**config.mk**
```make
export PLATFORM = sky130hd
export DESIGN_NAME = seg7_scan_driver
export DESIGN_NICKNAME = d
export VERILOG_FILES = /design/src/rtl/seg7_pkg.sv /design/src/rtl/seg7_decode.sv /design/src/rtl/seg7_scan_driver.sv
export SDC_FILE = /design/constraint.sdc
export NUM_CORES = 1
export LEC_CHECK = 0
export CORE_MARGIN = 8
export CORE_UTILIZATION = 45
export DETAILED_ROUTE_END_ITERATION = 10
export PLACE_DENSITY = 0.69
export SYNTH_ARGS = -nofsm -noshare
export SYNTH_HDL_FRONTEND = slang
export SYNTH_SLANG_ARGS = --single-unit
```
**constraint.sdc**
```tcl
create_clock -name clk -period 6.95 [get_ports clk]
set_input_delay 0.695 -clock clk [delete_from_list [all_inputs] [get_ports clk]]
set_output_delay 0.695 -clock clk [all_outputs]
set_load 0.01 [all_outputs]
```
**src/rtl/seg7_pkg.sv**
```systemverilog
// Shared constants for the seven-segment scan driver: segment bit positions,
// the active-high hex glyph table and the all-off pattern.
package seg7_pkg;

    localparam int SEG_A = 0;
    localparam int SEG_B = 1;
    localparam int SEG_C = 2;
    localparam int SEG_D = 3;
    localparam int SEG_E = 4;
    localparam int SEG_F = 5;
    localparam int SEG_G = 6;

    localparam logic [6:0] SEG_OFF = 7'h00;

    // Glyphs in {g,f,e,d,c,b,a} order, active-high, for hex 0..F
    localparam logic [6:0] SEG_TABLE [16] = '{
        7'h3F, 7'h06, 7'h5B, 7'h4F, 7'h66, 7'h6D, 7'h7D, 7'h07,
        7'h7F, 7'h6F, 7'h77, 7'h7C, 7'h39, 7'h5E, 7'h79, 7'h71
    };

endpackage

```
**src/rtl/seg7_decode.sv**
```systemverilog
// Combinational hex nibble to {g..a} segment decoder, always active-high;
// output polarity is handled by the parent.
module seg7_decode
    import seg7_pkg::*;
(
    input  logic [3:0] nibble,
    output logic [6:0] seg
);

    assign seg = SEG_TABLE[nibble];

endmodule

```
**src/rtl/seg7_scan_driver.sv**
```systemverilog
// Time-multiplexed seven-segment driver with per-digit dp, live blank mask and
// a one-cycle anti-ghost gap per slot. Define SEG7_LZB_EN for leading-zero blanking.
module seg7_scan_driver
    import seg7_pkg::*;
#(
    parameter int DIGITS     = 4,
    parameter int DIV        = 50000,
    parameter int ACTIVE_LOW = 1
) (
    input  logic                  clk,
    input  logic                  reset,
    input  logic                  load,
    input  logic [4*DIGITS-1:0]   data,
    input  logic [DIGITS-1:0]     dp,
    input  logic [DIGITS-1:0]     blank,
    output logic [6:0]            sm_duan,
    output logic                  sm_dp,
    output logic [DIGITS-1:0]     sm_wei,
    output logic                  frame
);

    localparam int   PC_W  = (DIV > 1) ? $clog2(DIV) : 1;
    localparam int   IDX_W = (DIGITS > 1) ? $clog2(DIGITS) : 1;
    localparam logic POL   = (ACTIVE_LOW != 0);

    logic [PC_W-1:0]     pc;
    logic [IDX_W-1:0]    idx;
    logic [4*DIGITS-1:0] data_sh;
    logic [DIGITS-1:0]   dp_sh;
    logic [DIGITS-1:0]   lz_mask;
    logic                slot_end;
    logic                frame_end;

    assign slot_end  = (pc == PC_W'(DIV - 1));
    assign frame_end = slot_end && (idx == IDX_W'(DIGITS - 1));

    always_ff @(posedge clk) begin
        if (reset) begin
            pc  <= '0;
            idx <= '0;
        end else begin
            pc <= slot_end ? '0 : pc + PC_W'(1);
            if (slot_end) begin
                idx <= frame_end ? '0 : idx + IDX_W'(1);
            end
        end
    end

    always_ff @(posedge clk) begin
        if (reset) begin
            data_sh <= '0;
            dp_sh   <= '0;
        end else if (load) begin
            data_sh <= data;
            dp_sh   <= dp;
        end
    end

`ifdef SEG7_LZB_EN
    logic zero_run;

    // Walk down from the most significant digit; digit 0 is never blanked
    always_comb begin
        lz_mask  = '0;
        zero_run = 1'b1;
        for (int i = DIGITS - 1; i >= 1; i--) begin
            zero_run   = zero_run && (data_sh[4*i +: 4] == 4'h0);
            lz_mask[i] = zero_run;
        end
    end
`else
    assign lz_mask = '0;
`endif

    logic [3:0]        cur_nib;
    logic              cur_dp;
    logic              cur_blank;
    logic              cur_lz;
    logic              suppress;
    logic [6:0]        seg_dec;
    logic [6:0]        duan_nxt;
    logic              dp_nxt;
    logic [DIGITS-1:0] wei_nxt;

    always_comb begin
        cur_nib   = 4'h0;
        cur_dp    = 1'b0;
        cur_blank = 1'b0;
        cur_lz    = 1'b0;
        for (int i = 0; i < DIGITS; i++) begin
            if (idx == IDX_W'(i)) begin
                cur_nib   = data_sh[4*i +: 4];
                cur_dp    = dp_sh[i];
                cur_blank = blank[i];
                cur_lz    = lz_mask[i];
            end
        end
    end

    seg7_decode u_decode (
        .nibble (cur_nib),
        .seg    (seg_dec)
    );

    always_comb begin
        suppress = cur_blank || cur_lz || slot_end;
        duan_nxt = suppress ? SEG_OFF : seg_dec;
        dp_nxt   = !suppress && cur_dp;
        wei_nxt  = suppress ? '0 : (DIGITS'(1) << idx);
    end

    // Output register: polarity applied here
    always_ff @(posedge clk) begin
        if (reset) begin
            sm_duan <= {7{POL}};
            sm_dp   <= POL;
            sm_wei  <= {DIGITS{POL}};
            frame   <= 1'b0;
        end else begin
            sm_duan <= duan_nxt ^ {7{POL}};
            sm_dp   <= dp_nxt ^ POL;
            sm_wei  <= wei_nxt ^ {DIGITS{POL}};
            frame   <= frame_end;
        end
    end

endmodule

```
==> qor.csv, run 1 <==
stage,metric,value,unit
floorplanning,die_area,7910,µm²
clock_tree,cts_buffer_depth,2,
clock_tree,clock-root-buffer,clkbuf_8,
grt,gr-usage-all-layers,0.123,
grt,grt_start_max_net_pins,25,
logic_synthesis,synth-simple-area-share,0.227,
logic_synthesis,async_flop_share,0,
routing,first_pass_iters,4,
timing,rsz0062_at_grt,no,
layout,design_area,2880,µm²
clock_tree,cts_hold_buffers,0,
status,status,completed,
worst_setup_path,cpMaxStageDelayCell,a31oi_1,
timing,finalHoldViolCount,0,
min_path,hp-class,reg2reg,
placed_design,placed_area,2790,µm²
layout,final_cells,352,
clock_tree,cts_buffers,5,
power_and_ir_drop,power_density,188,nW/µm²
worst_setup_path,path_class,in2reg,
layout,antennaDiodeCount,0,
worst_setup_path,required,7.08,ns
layout,fillers,482,
timing,setup_viol_count_final,0,
worst_setup_path,cp.buffers_inverters,1,
timing,finClkSkew,0.00565,ns
layout,final_nets,319,
logic_synthesis,yosysTopAreaCellShare,0.427,
routing,drc,0,
worst_setup_path,cp_max_fo,24,
logic_synthesis,synth_largest_area_cell,dfxtp_1,
logic_synthesis,ys_ff_latch,51,
power_and_ir_drop,p_leak,1.15,nW
logic_synthesis,yosysWarningCount,0,
routing,wl_per_cell,13.2,µm
floorplanning,start_util,0.469,
logic_synthesis,synth_edf_count,0,
placed_design,gp_congestion,0.769,
min_path,hold_path_depth,1,
logic_synthesis,synth.lib_cells_used.distinct,45,
worst_setup_path,path_cells,clkdlybuf4s50_1 > nand2b_1 > a31oi_1 > o311ai_1,
clock_tree,post_cts_buffers,0,
routing,num_vias,1727,
floorplanning,fp.dieH,88.9,µm
logic_synthesis,synth-adder-area-share,0.0575,
placed_design,post-place-ws,3.45,ns
floorplanning,die_w,88.9,µm
worst_setup_path,critPathTopFamily,compound AO/OA/AOI/OAI gates,
min_path,hp-start,pc[0],
worst_setup_path,cp-end-kind,flip-flop,
routing,final_antenna_net_count,0,
layout,area_delta_synth_final,20.2,%
timing,tightest_slew,1.14,ns
timing,tns,0,ns
power_and_ir_drop,vdd_drop_max,0.115,mV
timing,period_share,0.452,
logic_synthesis,synthMuxAreaShare,0.106,
layout,drive_gt1_frac,0.0816,
routing,drtIter0Drc,90,
placed_design,placed_cells,344,
clock_tree,cts_tree,done,
worst_setup_path,max_stage_delay,0.88,ns
grt,antenna_found_initial,0,
floorplanning,row_count,26,
logic_synthesis,synth-compound-area-share,0.0821,
flow_run,drv_cap,0,
clock_tree,cts_resized,0,
floorplanning,ios,40,
floorplanning,coreArea,5110,µm²
logic_synthesis,syn_inst,247,
worst_setup_path,worstReg2RegEnd,sm_duan[6],
grt,grt_pass1_wl,7660,µm
grt,grt-ovfl-total,0,
clock_tree,clk_pin_slew,0.09,ns
timing,slew_headroom,0.236,
clock_tree,clock-sinks,51,
logic_synthesis,avgSynthCellArea,9.69,µm²
grt,grt_pass1_vias,1647,
placed_design,dp_hpwl,3430,µm
routing,viasPerCell,4.91,
logic_synthesis,ys_top_cells_by_area,"dfxtp_1 43%, mux2i_1 9.2%, nor2_1 6.6%, ha_1 5.8%, nand2_1 3.1%",
worst_setup_path,timing.rr.start,idx[0],
worst_setup_path,cp.arrival,3.27,ns
logic_synthesis,synth_top_family_by_area,simple AND/OR/NAND/NOR gates,
worst_setup_path,regToRegSetupSlack,4.26,ns
logic_synthesis,yosysSeqAreaShare,0.427,
timing,final.setup.worst_slack,3.81,ns
worst_setup_path,startpoint_type,input pin,
logic_synthesis,synthXorXnorAreaFrac,0.0549,
min_path,hold_path_end,pc[0],
timing,fmax,318,MHz
worst_setup_path,ff2ff_path_depth,10,
timing,min_period,3.14,ns
timing,slew_viol_final,0,
logic_synthesis,syn_area,2390,µm²
logic_synthesis,synth_fp_nets,285,
clock_tree,cts.htree.levels,2,
routing,wl,4630,µm
placed_design,io_buffers,39,
clock_tree,clk_latency,0.30,ns
logic_synthesis,ys.flop_type,dfxtp_1,
## layout by cell type, fill, tap and decap left out, drive strengths merged, types with 6 or more instances in the layout
master / n
a21oi: 6
clkbuf: 6
clkdlybuf4s50: 39
dfxtp: 51
ha: 11
inv: 7
mux2i: 22
nand2: 21
nand3: 6
nor2: 44
nor3b: 6
xnor2: 7
xor2: 8
## how the worst max path moves through the flow
stage | startpoint | slack, ns | endpoint | cells past startpoint
finish | reset | 3.81 | sm_duan[5] | 4
global placement | reset | 3.50 | sm_duan[5] | 4
floorplan | idx[1] | 4.71 | sm_duan[6] | 11
CTS | reset | 3.77 | sm_duan[5] | 4
global route | reset | 3.56 | sm_duan[5] | 4
detailed placement | reset | 3.45 | sm_duan[5] | 4
## registers in the layout, indices dropped and copies added, names as in the netlist
register  flops
frame         1
idx           2
sm_wei        4
pc           16
data_sh      16
dp_sh         4
sm_duan       7
sm_dp         1
## routing by layer
layer,share of wire,global-route usage
met1,0.52,0.160
met2,0.41,0.186
met3,0.052,0.0368
met4,0.017,0.0468
met5,0,0
## power breakdown
part           switching (W)   total, W  internal, W
clock              0.0000949   0.000165    0.0000705
sequential        0.00000599   0.000310     0.000304
combinational      0.0000286  0.0000653    0.0000367
## cells by family after synthesis
group	Yosys count
DFF	51
AOI/OAI and AO/OA	22
buffers and inverters	20
adders and majority gates	11
and+or+nand+nor	103
xor gates and xnor gates	15
muxes	25
## synth_stat cells, drive strengths merged (2+ instances only)
cell / instances
dfxtp: 51
nor2: 44
mux2i: 22
nand2: 21
ha: 11
buf: 8
xor2: 8
inv: 7
xnor2: 7
a21oi: 6
nand3: 6
nor3b: 6
and3: 5
nand3b: 5
clkbuf: 4
nand2b: 4
nand4: 4
o211ai: 4
mux2: 3
a22oi: 2
a311oi: 2
nor2b: 2
nor4b: 2
o21ai: 2
## layout make-up
type / count / area, µm² / area share
Multi-Input combinational cell: 176 / 1260 / 0.439
Sequential cell: 51 / 1020 / 0.355
Timing Repair Buffer: 39 / 390 / 0.136
Tap cell: 70 / 87.6 / 0.0304
Clock buffer: 6 / 72.6 / 0.0252
Inverter: 8 / 30.0 / 0.0104
Clock inverter: 2 / 12.5 / 0.00435
## per-stage QoR
step	utilization	hold slack [ns]	power, W
6_report	0.563	0.471	0.000540
2_1_floorplan	-	0.430	0.000355
3_5_place_dp	0.547	0.456	0.000382
5_1_grt	0.563	0.509	0.000565
4_1_cts	0.563	0.476	0.000546
3_3_place_gp	0.547	0.448	0.000381
Power figures use the tool's default switching activity.
==> run 2: changes to the inputs <==
==> constraint.sdc (replaced) <==
create_clock -name clk -period 2.95 [get_ports clk]
set_input_delay 0.295 -clock clk [delete_from_list [all_inputs] [get_ports clk]]
set_output_delay 0.295 -clock clk [all_outputs]
set_load 0.01 [all_outputs]
==> qor.csv, run 2 (synthesis results as in run 1) <==
stage,metric,value,unit,change
min_path,hold_path_end,pc[0],,unchanged
placed_design,placed_cells,349,,was 344
worst_setup_path,cp-end-kind,flip-flop,,unchanged
placed_design,dp_hpwl,3520,µm,was 3430 µm
worst_setup_path,cp_max_fo,11,,was 24
worst_setup_path,ff2ff_path_depth,10,,unchanged
layout,final_common_cell,dfxtp_1,,unchanged
worst_setup_path,regToRegSetupSlack,0.37,ns,was 4.26 ns
clock_tree,cts_buffers,5,,unchanged
timing,slew_headroom,0.549,,was 0.236
min_path,hp-class,reg2reg,,unchanged
routing,viasPerCell,4.86,,was 4.91
grt,gr-usage-all-layers,0.125,,was 0.123
clock_tree,cts.htree.levels,2,,unchanged
clock_tree,cts_buffer_depth,2,,unchanged
timing,finalHoldViolCount,0,,unchanged
worst_setup_path,path_class,reg2reg,,was in2reg
status,status,completed,,unchanged
placed_design,io_buffers,39,,unchanged
min_path,hold_path_depth,1,,unchanged
timing,tns,0,ns,unchanged
power_and_ir_drop,clockPowerShare,0.342,,was 0.306
power_and_ir_drop,netSwitchingFraction,0.220,,was 0.240
worst_setup_path,worstReg2RegEnd,sm_duan[6],,unchanged
floorplanning,start_util,0.469,,unchanged
timing,finClkSkew,0.00362,ns,was 0.00565 ns
clock_tree,clock-root-buffer,clkbuf_8,,unchanged
timing,fmax,388,MHz,
clock_tree,clk_pin_slew,0.08,ns,was 0.09 ns
worst_setup_path,cp.arrival,2.77,ns,was 3.27 ns
power_and_ir_drop,power_density,461,nW/µm²,was 188 nW/µm²
routing,wl_per_cell,13.1,µm,was 13.2 µm
floorplanning,fp.dieH,88.9,µm,unchanged
grt,grt-ovfl-total,0,,unchanged
flow_run,drv_cap,0,,unchanged
clock_tree,cts_resized,0,,unchanged
placed_design,gp_congestion,0.782,,was 0.769
layout,largestRegisters,"data_sh (16), pc (16), sm_duan (7)",,unchanged
floorplanning,coreArea,5110,µm²,unchanged
layout,area_delta_synth_final,22.5,%,was 20.2%
power_and_ir_drop,p_comb_frac,0.117,,was 0.121
layout,layout_common_cells,"51 x dfxtp_1, 42 x nor2_1, 39 x clkdlybuf4s50_1, 22 x mux2i_1, 20 x nand2_1",,unchanged
clock_tree,cts_hold_buffers,0,,unchanged
power_and_ir_drop,pwr-share-seq,0.541,,was 0.573
timing,tightest_slew,0.677,ns,was 1.14 ns
min_path,hp-start,pc[0],,unchanged
power_and_ir_drop,p_switching,0.000297,W,was 0.000130 W
worst_setup_path,timing.rr.start,idx[0],,unchanged
floorplanning,ios,40,,unchanged
layout,drive_gt1_frac,0.0944,,was 0.0816
timing,slew_viol_final,0,,unchanged
clock_tree,post_cts_buffers,0,,unchanged
routing,final_antenna_net_count,0,,unchanged
clock_tree,cts_tree,done,,unchanged
worst_setup_path,startpoint_type,flip-flop,,was input pin
grt,grt_pass1_vias,1661,,was 1647
power_and_ir_drop,internal-power,0.00105,W,was 0.000411 W
power_and_ir_drop,vdd_drop_max,0.293,mV,was 0.115 mV
layout,final_util,0.574,,was 0.563
timing,period_share,0.873,,
grt,grt_pass1_wl,7670,µm,was 7660 µm
floorplanning,row_count,26,,unchanged
power_and_ir_drop,p_leak,1.18,nW,was 1.15 nW
layout,fillers,457,,was 482
routing,num_vias,1731,,was 1727
floorplanning,die_w,88.9,µm,unchanged
timing,setup_viol_count_final,0,,unchanged
clock_tree,clock-sinks,51,,unchanged
floorplanning,die_area,7910,µm²,unchanged
worst_setup_path,required,3.15,ns,was 7.08 ns
grt,grt_start_max_net_pins,25,,unchanged
layout,final_nets,324,,was 319
layout,final_cells,356,,was 352
timing,min_period,2.58,ns,
routing,drc,0,,unchanged
routing,drtIter0Drc,69,,was 90
timing,rsz0062_at_grt,no,,unchanged
layout,antennaDiodeCount,0,,unchanged
grt,antenna_found_initial,0,,unchanged
routing,first_pass_iters,4,,unchanged
routing,wl,4680,µm,was 4630 µm
clock_tree,clk_latency,0.30,ns,about the same
[run 2: changes by cell type in the layout (fill, tap and decap cells not counted), sizes merged]
cell      before  now
clkinv         2    1
buf            0    5
clkinvlp       1    0
bufinv         0    1
[run 2: how the worst max path moves through the flow]
stage,start,cells past startpoint,endpoint
floorplan,idx[1],11,sm_duan[6]
global placement,idx[1],10,sm_duan[6]
detailed placement,idx[0],10,sm_duan[6]
CTS,idx[0],10,sm_duan[6]
global route,idx[1],10,sm_duan[6]
finish,idx[0],10,sm_duan[6]
[run 2: stage by stage]
step | setup slack, ns | power, W | hold slack [ns] | instance area [µm²]
2_1_floorplan | 0.713 | 0.000836 | 0.364 | 2390
3_3_place_gp | 0.558 | 0.000904 | 0.447 | 2830
3_5_place_dp | 0.400 | 0.000906 | 0.460 | 2830
4_1_cts | 0.382 | 0.00137 | 0.480 | 2930
5_1_grt | 0.0239 | 0.00142 | 0.534 | 2930
6_report | 0.375 | 0.00135 | 0.480 | 2930
[run 2: area by class of cell]
| class | instances | area [µm²] | share of cell area |
|---|---|---|---|
| multi-input combinational | 176 | 1260 | 0.431 |
| sequential | 51 | 1020 | 0.348 |
| timing repair buffer | 44 | 428 | 0.146 |
| tap | 70 | 87.6 | 0.0299 |
| clock buffer | 6 | 72.6 | 0.0248 |
| clock inverter | 1 | 30.0 | 0.0102 |
| inverter | 8 | 30.0 | 0.0102 |
[run 2: critical path: stages, from the launching register on]
cell	delay, ns
dfxtp_1	0.41
inv_1	0.10
ha_1	0.33
a21oi_1	0.16
o21ai_0	0.10
a22oi_1	0.44
inv_1	0.17
ha_1	0.27
mux2_1	0.29
a22oi_1	0.14
nand2_1	0.07
[run 2: power groups by stage]
stage,Sequential (W),Combinational [W],Clock (W)
3_5_place_dp,0.000748,0.000158,0
6_report,0.000731,0.000158,0.000462
4_1_cts,0.000732,0.000159,0.000477
2_1_floorplan,0.000746,0.0000899,0
5_1_grt,0.000735,0.000175,0.000508
3_3_place_gp,0.000748,0.000156,0
[run 2: layer usage]
| metal | track usage | wire length [µm] | up-vias | part of all wire |
|---|---|---|---|---|
| li1 | - | - | 912 | - |
| met1 | 0.161 | 2350 | 776 | 0.50 |
| met2 | 0.187 | 1990 | 38 | 0.42 |
| met3 | 0.0450 | 287 | 5 | 0.061 |
| met4 | 0.0408 | 55 | 0 | 0.012 |
| met5 | 0 | 0 | - | 0 |
==> run 3: changes to the inputs <==
--- a/config.mk
+++ b/config.mk
@@ -8,6 +8,7 @@
 export CORE_MARGIN = 8
 export CORE_UTILIZATION = 45
 export DETAILED_ROUTE_END_ITERATION = 10
+export GPL_ROUTABILITY_DRIVEN = 0
 export PLACE_DENSITY = 0.69
 export SYNTH_ARGS = -nofsm -noshare
 export SYNTH_HDL_FRONTEND = slang
==> results of run 3 <==
No change in the layout: final DEF, timing and power equal those of run 2.
